## config.mk

```make
export PLATFORM = sky130hd
export DESIGN_NAME = branch_resolve_queue_flat
export DESIGN_NICKNAME = d
export VERILOG_FILES = /design/src/rtl/branch_resolve_queue_if.sv /design/src/rtl/branch_resolve_queue.sv /design/src/flat_wrapper.sv
export SDC_FILE = /design/constraint.sdc
export NUM_CORES = 1
export LEC_CHECK = 0
export BUFFER_PORTS_ARGS = -buffer_cell sky130_fd_sc_hd__buf_4
export CORE_MARGIN = 4
export CORE_UTILIZATION = 51
export CTS_BUF_LIST = sky130_fd_sc_hd__clkbuf_16
export CTS_CLUSTER_DIAMETER = 80
export DETAILED_ROUTE_END_ITERATION = 8
export GPL_TIMING_DRIVEN = 0
export PLACE_DENSITY = 0.76
export RECOVER_POWER = 50
export SKIP_LAST_GASP = 1
export SYNTH_ARGS = -nofsm -noshare
export SYNTH_HDL_FRONTEND = slang
export SYNTH_SLANG_ARGS = --single-unit
```

## constraint.sdc

```tcl
create_clock -name clk -period 3.2 [get_ports clk]
set_input_delay 0.8 -clock clk [delete_from_list [all_inputs] [get_ports clk]]
set_output_delay 0.8 -clock clk [all_outputs]
set_load 0.1 [all_outputs]
```

## src/rtl/branch_resolve_queue_if.sv

```systemverilog
// branch_resolve_queue_if: fetch/resolve/BHT-update bundle for branch_resolve_queue.
// Signals: push/push_pc/push_pred (fetch enqueue), full/empty/count (occupancy),
//   resolve/resolve_pc/resolve_taken (resolution), bht_write/bht_write_pc/bht_taken
//   (BHT training), mispredict, sticky err_overflow/err_underflow/err_desync.
// Optional: BRQ_STATS_EN adds stat_resolved/stat_mispred.
// Modports: master = fetch/resolve side, slave = the queue.
interface branch_resolve_queue_if #(
    parameter int DEPTH = 4,
    parameter int PC_W  = 16
);
    logic                   push;
    logic [PC_W-1:0]        push_pc;
    logic                   push_pred;
    logic                   full;
    logic                   empty;
    logic [$clog2(DEPTH):0] count;
    logic                   resolve;
    logic [PC_W-1:0]        resolve_pc;
    logic                   resolve_taken;
    logic                   bht_write;
    logic [PC_W-1:0]        bht_write_pc;
    logic                   bht_taken;
    logic                   mispredict;
    logic                   err_overflow;
    logic                   err_underflow;
    logic                   err_desync;
`ifdef BRQ_STATS_EN
    logic [15:0]            stat_resolved;
    logic [15:0]            stat_mispred;
    modport master (
        output push, push_pc, push_pred, resolve, resolve_pc, resolve_taken,
        input  full, empty, count, bht_write, bht_write_pc, bht_taken, mispredict,
        input  err_overflow, err_underflow, err_desync, stat_resolved, stat_mispred
    );
    modport slave (
        input  push, push_pc, push_pred, resolve, resolve_pc, resolve_taken,
        output full, empty, count, bht_write, bht_write_pc, bht_taken, mispredict,
        output err_overflow, err_underflow, err_desync, stat_resolved, stat_mispred
    );
`else
    modport master (
        output push, push_pc, push_pred, resolve, resolve_pc, resolve_taken,
        input  full, empty, count, bht_write, bht_write_pc, bht_taken, mispredict,
        input  err_overflow, err_underflow, err_desync
    );
    modport slave (
        input  push, push_pc, push_pred, resolve, resolve_pc, resolve_taken,
        output full, empty, count, bht_write, bht_write_pc, bht_taken, mispredict,
        output err_overflow, err_underflow, err_desync
    );
`endif
endinterface

```

## src/rtl/branch_resolve_queue.sv

```systemverilog
// branch_resolve_queue: in-order queue of predicted branches that trains the gshare BHT on resolution.
// Ports: clk, reset (sync, active-high), bus (branch_resolve_queue_if.slave) carrying
//   push/resolve requests in and occupancy, BHT training strobe, mispredict and sticky errors out.
// Optional: BRQ_STATS_EN adds saturating stat_resolved/stat_mispred counters.
module branch_resolve_queue #(
    parameter int DEPTH = 4,
    parameter int PC_W  = 16
) (
    input  logic                  clk,
    input  logic                  reset,
    branch_resolve_queue_if.slave bus
);
    localparam int AW = $clog2(DEPTH);
    localparam int CW = AW + 1;

    logic [AW-1:0]   head_q, head_d, tail_q, tail_d;
    logic [CW-1:0]   count_q, count_d;
    logic            full_q, full_d, empty_q, empty_d;
    logic [PC_W-1:0] mem_pc_q [DEPTH];
    logic [PC_W-1:0] mem_pc_d [DEPTH];
    logic            mem_pred_q [DEPTH];
    logic            mem_pred_d [DEPTH];
    logic            bht_write_q, bht_write_d, bht_taken_q, bht_taken_d;
    logic [PC_W-1:0] bht_pc_q, bht_pc_d;
    logic            mispredict_q, mispredict_d;
    logic            err_ov_q, err_ov_d, err_un_q, err_un_d, err_ds_q, err_ds_d;
    logic            pop, mis, do_push, head_pred;
    logic [PC_W-1:0] head_pc;

    always_comb begin
        head_pc      = mem_pc_q[head_q];
        head_pred    = mem_pred_q[head_q];
        pop          = bus.resolve && !empty_q;
        mis          = pop && (head_pred != bus.resolve_taken);
        // a push alongside a mispredict is wrong-path; a push into a full queue needs a same-cycle pop
        do_push      = bus.push && !mis && (!full_q || pop);
        head_d       = mis ? '0 : head_q + AW'(pop);
        tail_d       = mis ? '0 : tail_q + AW'(do_push);
        count_d      = mis ? '0 : count_q + CW'(do_push) - CW'(pop);
        full_d       = count_d == CW'(DEPTH);
        empty_d      = count_d == '0;
        mem_pc_d     = mem_pc_q;
        mem_pred_d   = mem_pred_q;
        if (do_push) begin
            mem_pc_d[tail_q]   = bus.push_pc;
            mem_pred_d[tail_q] = bus.push_pred;
        end
        bht_write_d  = pop;
        bht_pc_d     = pop ? head_pc : bht_pc_q;
        bht_taken_d  = pop ? bus.resolve_taken : bht_taken_q;
        mispredict_d = mis;
        err_ov_d     = err_ov_q | (bus.push && full_q && !bus.resolve);
        err_un_d     = err_un_q | (bus.resolve && empty_q);
        err_ds_d     = err_ds_q | (pop && bus.resolve_pc != head_pc);
    end

    always_ff @(posedge clk) begin
        if (reset) begin
            head_q       <= '0;
            tail_q       <= '0;
            count_q      <= '0;
            full_q       <= 1'b0;
            empty_q      <= 1'b1;
            mem_pc_q     <= '{default: '0};
            mem_pred_q   <= '{default: 1'b0};
            bht_write_q  <= 1'b0;
            bht_pc_q     <= '0;
            bht_taken_q  <= 1'b0;
            mispredict_q <= 1'b0;
            err_ov_q     <= 1'b0;
            err_un_q     <= 1'b0;
            err_ds_q     <= 1'b0;
        end else begin
            head_q       <= head_d;
            tail_q       <= tail_d;
            count_q      <= count_d;
            full_q       <= full_d;
            empty_q      <= empty_d;
            mem_pc_q     <= mem_pc_d;
            mem_pred_q   <= mem_pred_d;
            bht_write_q  <= bht_write_d;
            bht_pc_q     <= bht_pc_d;
            bht_taken_q  <= bht_taken_d;
            mispredict_q <= mispredict_d;
            err_ov_q     <= err_ov_d;
            err_un_q     <= err_un_d;
            err_ds_q     <= err_ds_d;
        end
    end

    assign bus.full          = full_q;
    assign bus.empty         = empty_q;
    assign bus.count         = count_q;
    assign bus.bht_write     = bht_write_q;
    assign bus.bht_write_pc  = bht_pc_q;
    assign bus.bht_taken     = bht_taken_q;
    assign bus.mispredict    = mispredict_q;
    assign bus.err_overflow  = err_ov_q;
    assign bus.err_underflow = err_un_q;
    assign bus.err_desync    = err_ds_q;

`ifdef BRQ_STATS_EN
    logic [15:0] stat_res_q, stat_res_d, stat_mis_q, stat_mis_d;

    // counters advance on the edge that raises the matching pulse
    always_comb begin
        stat_res_d = (pop && stat_res_q != 16'hFFFF) ? stat_res_q + 16'd1 : stat_res_q;
        stat_mis_d = (mis && stat_mis_q != 16'hFFFF) ? stat_mis_q + 16'd1 : stat_mis_q;
    end

    always_ff @(posedge clk) begin
        if (reset) begin
            stat_res_q <= '0;
            stat_mis_q <= '0;
        end else begin
            stat_res_q <= stat_res_d;
            stat_mis_q <= stat_mis_d;
        end
    end

    assign bus.stat_resolved = stat_res_q;
    assign bus.stat_mispred  = stat_mis_q;
`endif
endmodule
```

## src/flat_wrapper.sv

```systemverilog
// flat-port wrapper written by rule: the top's interface ports become plain ports
module branch_resolve_queue_flat 
#(
    parameter int DEPTH = 4,
    parameter int PC_W  = 16
)
  (clk, reset, bus_push, bus_push_pc, bus_push_pred, bus_resolve, bus_resolve_pc, bus_resolve_taken, bus_full, bus_empty, bus_count, bus_bht_write, bus_bht_write_pc, bus_bht_taken, bus_mispredict, bus_err_overflow, bus_err_underflow, bus_err_desync);
  branch_resolve_queue_if #(.DEPTH(DEPTH), .PC_W(PC_W)) bus_i ();
  input  logic clk;
  input  logic reset;
  input wire logic [$bits(bus_i.push)-1:0] bus_push;
  input wire logic [$bits(bus_i.push_pc)-1:0] bus_push_pc;
  input wire logic [$bits(bus_i.push_pred)-1:0] bus_push_pred;
  input wire logic [$bits(bus_i.resolve)-1:0] bus_resolve;
  input wire logic [$bits(bus_i.resolve_pc)-1:0] bus_resolve_pc;
  input wire logic [$bits(bus_i.resolve_taken)-1:0] bus_resolve_taken;
  output wire logic [$bits(bus_i.full)-1:0] bus_full;
  output wire logic [$bits(bus_i.empty)-1:0] bus_empty;
  output wire logic [$bits(bus_i.count)-1:0] bus_count;
  output wire logic [$bits(bus_i.bht_write)-1:0] bus_bht_write;
  output wire logic [$bits(bus_i.bht_write_pc)-1:0] bus_bht_write_pc;
  output wire logic [$bits(bus_i.bht_taken)-1:0] bus_bht_taken;
  output wire logic [$bits(bus_i.mispredict)-1:0] bus_mispredict;
  output wire logic [$bits(bus_i.err_overflow)-1:0] bus_err_overflow;
  output wire logic [$bits(bus_i.err_underflow)-1:0] bus_err_underflow;
  output wire logic [$bits(bus_i.err_desync)-1:0] bus_err_desync;
  assign bus_i.push = bus_push;
  assign bus_i.push_pc = bus_push_pc;
  assign bus_i.push_pred = bus_push_pred;
  assign bus_i.resolve = bus_resolve;
  assign bus_i.resolve_pc = bus_resolve_pc;
  assign bus_i.resolve_taken = bus_resolve_taken;
  assign bus_full = bus_i.full;
  assign bus_empty = bus_i.empty;
  assign bus_count = bus_i.count;
  assign bus_bht_write = bus_i.bht_write;
  assign bus_bht_write_pc = bus_i.bht_write_pc;
  assign bus_bht_taken = bus_i.bht_taken;
  assign bus_mispredict = bus_i.mispredict;
  assign bus_err_overflow = bus_i.err_overflow;
  assign bus_err_underflow = bus_i.err_underflow;
  assign bus_err_desync = bus_i.err_desync;
  branch_resolve_queue #(.DEPTH(DEPTH), .PC_W(PC_W)) u_core (.clk(clk), .reset(reset), .bus(bus_i));
endmodule
```

==> impl_metrics.yaml <==
grt:
  grtUsageMet3_pct: 3.47
  grt_pass1_vias: 3045
  grt_pass1_wl_um: 15700
  grt.busiest_layer: "met2"
  grt.total_usage_pct: 20.6
  grtUsageMet2_pct: 33.1
  grt_antenna_before_repair: 0
  grt_overflow: 0
  grt_max_degree: 17
  gr-usage-met1_pct: 28.0
cts:
  clkTransAtPathRegs_ps: 60
  worstSkewPairLatency_ps: 340
  cts_made_buffers: 9
  cts.sinks: 99
  cts.path.max_buffers: 2
  post-cts-setup-buffers: 0
  cts_root_buf: "clkbuf_16"
  htree_levels: 3
  cts_tree: "done"
placed_design:
  hpwl_um: 6940
  place_congestion: 0.813
  io_buffers: 63
floorplanning:
  die-area_sq_um: 9770
  start_util_pct: 53.3
  ios: 65
  die_w_um: 98.8
  die_h_um: 98.8
  core-area_sq_um: 7890
  row_count: 32
synth:
  yosysTopAreaCell: "dfxtp_1"
  yosysWarningCount: 0
  synth-seq-cells: 99
  synth_common_cells: "99 x dfxtp_1, 77 x nor2_1, 68 x mux2i_1"
  yosysMostFrequentCell: "dfxtp_1"
  syn_inst: 397
  synth_ff_type: "dfxtp_1"
  synth-seq-area-share_pct: 47.1
  syn_avg_cell_area_sq_um: 10.6
  syn_area_sq_um: 4210
  synthTopCellsByArea: "dfxtp_1 47%, mux2i_1 16%, mux4_2 9.1%"
  ys_async_sr_fraction_pct: 0
  synth_cell_types: 34
  synth_edf_count: 0
  synth_top_area_share_pct: 47.1
  syn_nets: 440
routing:
  wl_um: 9700
  via_count: 3095
  avgRoutedWirePerCell_um: 16.8
  drt-vias-per-instance: 5.37
  dr.pass1.iters: 5
  detail-route-antenna-nets: 0
  drt_iter0_drc: 135
  route.detailed.drc: 0
finish:
  final_nets: 512
  fill_cells: 647
  layout-drive-gt1-share_pct: 16.2
  multiInputGateArea_sq_um: 2020
  diodes: 0
  areaGrowthSynthToFinish_pct: 18.7
  regArea_sq_um: 1980
flow_run:
  max-cap-violations: 0
power_and_ir_drop:
  power_leakage_nw: 2.08
  ir_worst_vdd_mv: 0.353
  power.density_nw_per_um2: 784
worst_setup_path:
  crit_path_end_kind: "register"
  criticalPathCategory: "register to register"
  max_stage_delay_ps: 580
  cp_max_fo: 8
  cp.arrival_ps: 3190
  critPathSlowestCell: "mux4_2"
  crit_family: "simple AND/OR/NAND/NOR gates"
  crit_buf_inv: 2
  cp-start-kind: "register"
  worstPathRequired_ps: 3440
  crit_chain: "buf_6 > mux4_2 > xnor2_4 > nor2_1 > and3b_1 > ha_1 > inv_1 > fa_1 > xor2_1 > xnor2_1 > nor4b_1"
timing:
  min_period_ps: 2950
  skew_ps: 5.81
  relSlewSlack_pct: 21.6
  max_freq_ghz: 0.339
  maxSlewViolCount: 0
  tns_ps: 0
  min_period_over_period_pct: 92.2
  timing.hold.ws_ps: 454
  worst_pin_slew_ps: 1180
  hold_viol: 0
  rsz0062_at_grt: "false"
  setup_viol: 0
outcome:
  status: "completed"
min_path:
  min_path_type: "register to register"
[sequential cells by signal, summed over array words and instances, names as in the netlist]
name	count
u_core.bus.bht_taken	1
u_core.bus.bht_write	1
u_core.bus.bht_write_pc	16
u_core.bus.count	3
u_core.bus.empty	1
u_core.bus.err_desync	1
u_core.bus.err_overflow	1
u_core.bus.err_underflow	1
u_core.bus.full	1
u_core.bus.mispredict	1
u_core.head_q	2
u_core.mem_pc_q	64
u_core.mem_pred_q	4
u_core.tail_q	2
[worst register-to-register path: stages, from the launching register on]
cell	delay [ps]
dfxtp_1	350
buf_6	180
mux4_2	590
xnor2_4	260
nor2_1	80
and3b_1	260
ha_1	150
inv_1	50
fa_1	360
xor2_1	160
xnor2_1	160
nor4b_1	260
[worst paths after layout]
path / start / to / slack (ps) / cells after the start
worst max-delay path: u_core.head_q[0]$_SDFF_PP0_ / u_core.bus.full$_SDFF_PP0_ / 250 / 11
worst min-delay path: u_core.bus.bht_write_pc[15]$_SDFFE_PP0P_ / u_core.bus.bht_write_pc[15]$_SDFFE_PP0P_ / 450 / 2
worst max register to register: u_core.head_q[0]$_SDFF_PP0_ / u_core.bus.full$_SDFF_PP0_ / 250 / 11
worst min register to register: u_core.bus.bht_write_pc[15]$_SDFFE_PP0P_ / u_core.bus.bht_write_pc[15]$_SDFFE_PP0P_ / 450 / 2
[power breakdown]
group          internal (W)  total (W)  switching, W
Combinational      0.000442    0.00131      0.000865
Sequential          0.00138    0.00147     0.0000848
Clock              0.000682    0.00114      0.000459
[through the flow]
stage	total power (W)	utilization [%]	std cells	area, sq um	setup slack (ps)
final	0.00392	63.3	576	4990	250
after global routing	0.00409	63.3	576	4990	10.5
after CTS	0.00400	65.0	578	5130	74.0
after detailed placement	0.00286	61.0	562	4810	-356
after global placement	0.00284	61.0	562	4810	-347
after floorplan	0.00255	-	397	4210	76.5
[layout make-up]
| cell class | instances | share of cell area, % |
|---|---|---|
| Buffer | 24 | 3.01 |
| Sequential cell | 99 | 39.7 |
| Inverter | 6 | 0.476 |
| Multi-Input combinational cell | 266 | 40.5 |
| Clock buffer | 9 | 4.51 |
| Tap cell | 102 | 2.56 |
| Timing Repair Buffer | 63 | 7.37 |
| Clock inverter | 7 | 1.85 |
[cell usage in the layout (no fill, tap or decap), types with 2 or more instances in the layout]
cell        instances
bufinv_16           2
inv_1               5
a21oi_1            18
xor2_1             17
and2_1              3
mux2i_1            68
nand2_1            36
xnor2_1             3
ha_1                4
nor2_1             77
buf_4              36
clkinv_2            2
and3b_1             3
clkinvlp_4          2
dfxtp_1            98
clkbuf_1           45
buf_12              2
buf_6               3
o211ai_1            2
nor4_1              4
o211a_1             2
clkbuf_16           9
mux4_2             17
[what timing repair did]
action,4_1_cts,5_1_grt
hold buffers,0,0
endpoints found under the setup margin,1,3
gates resized for setup,1,0
[layer usage]
metal  routed length, um  vias to the layer above
met1                4460                     1502
met2                4470                       84
li1                    -                     1497
met4                 154                        0
met3                 614                       12
met5                   0                        -
[cell families after synthesis]
logic type | synth area share, %
AND/OR/NAND/NOR | 12.9
flip-flops | 47.1
multiplexers | 25.3
buffers and inverters | 4.82
AO/OA/AOI/OAI | 3.45
XOR/XNOR | 4.82
adder cells (fa/ha/maj) | 1.67
Note: power is estimated with default switching activity, not from simulation.
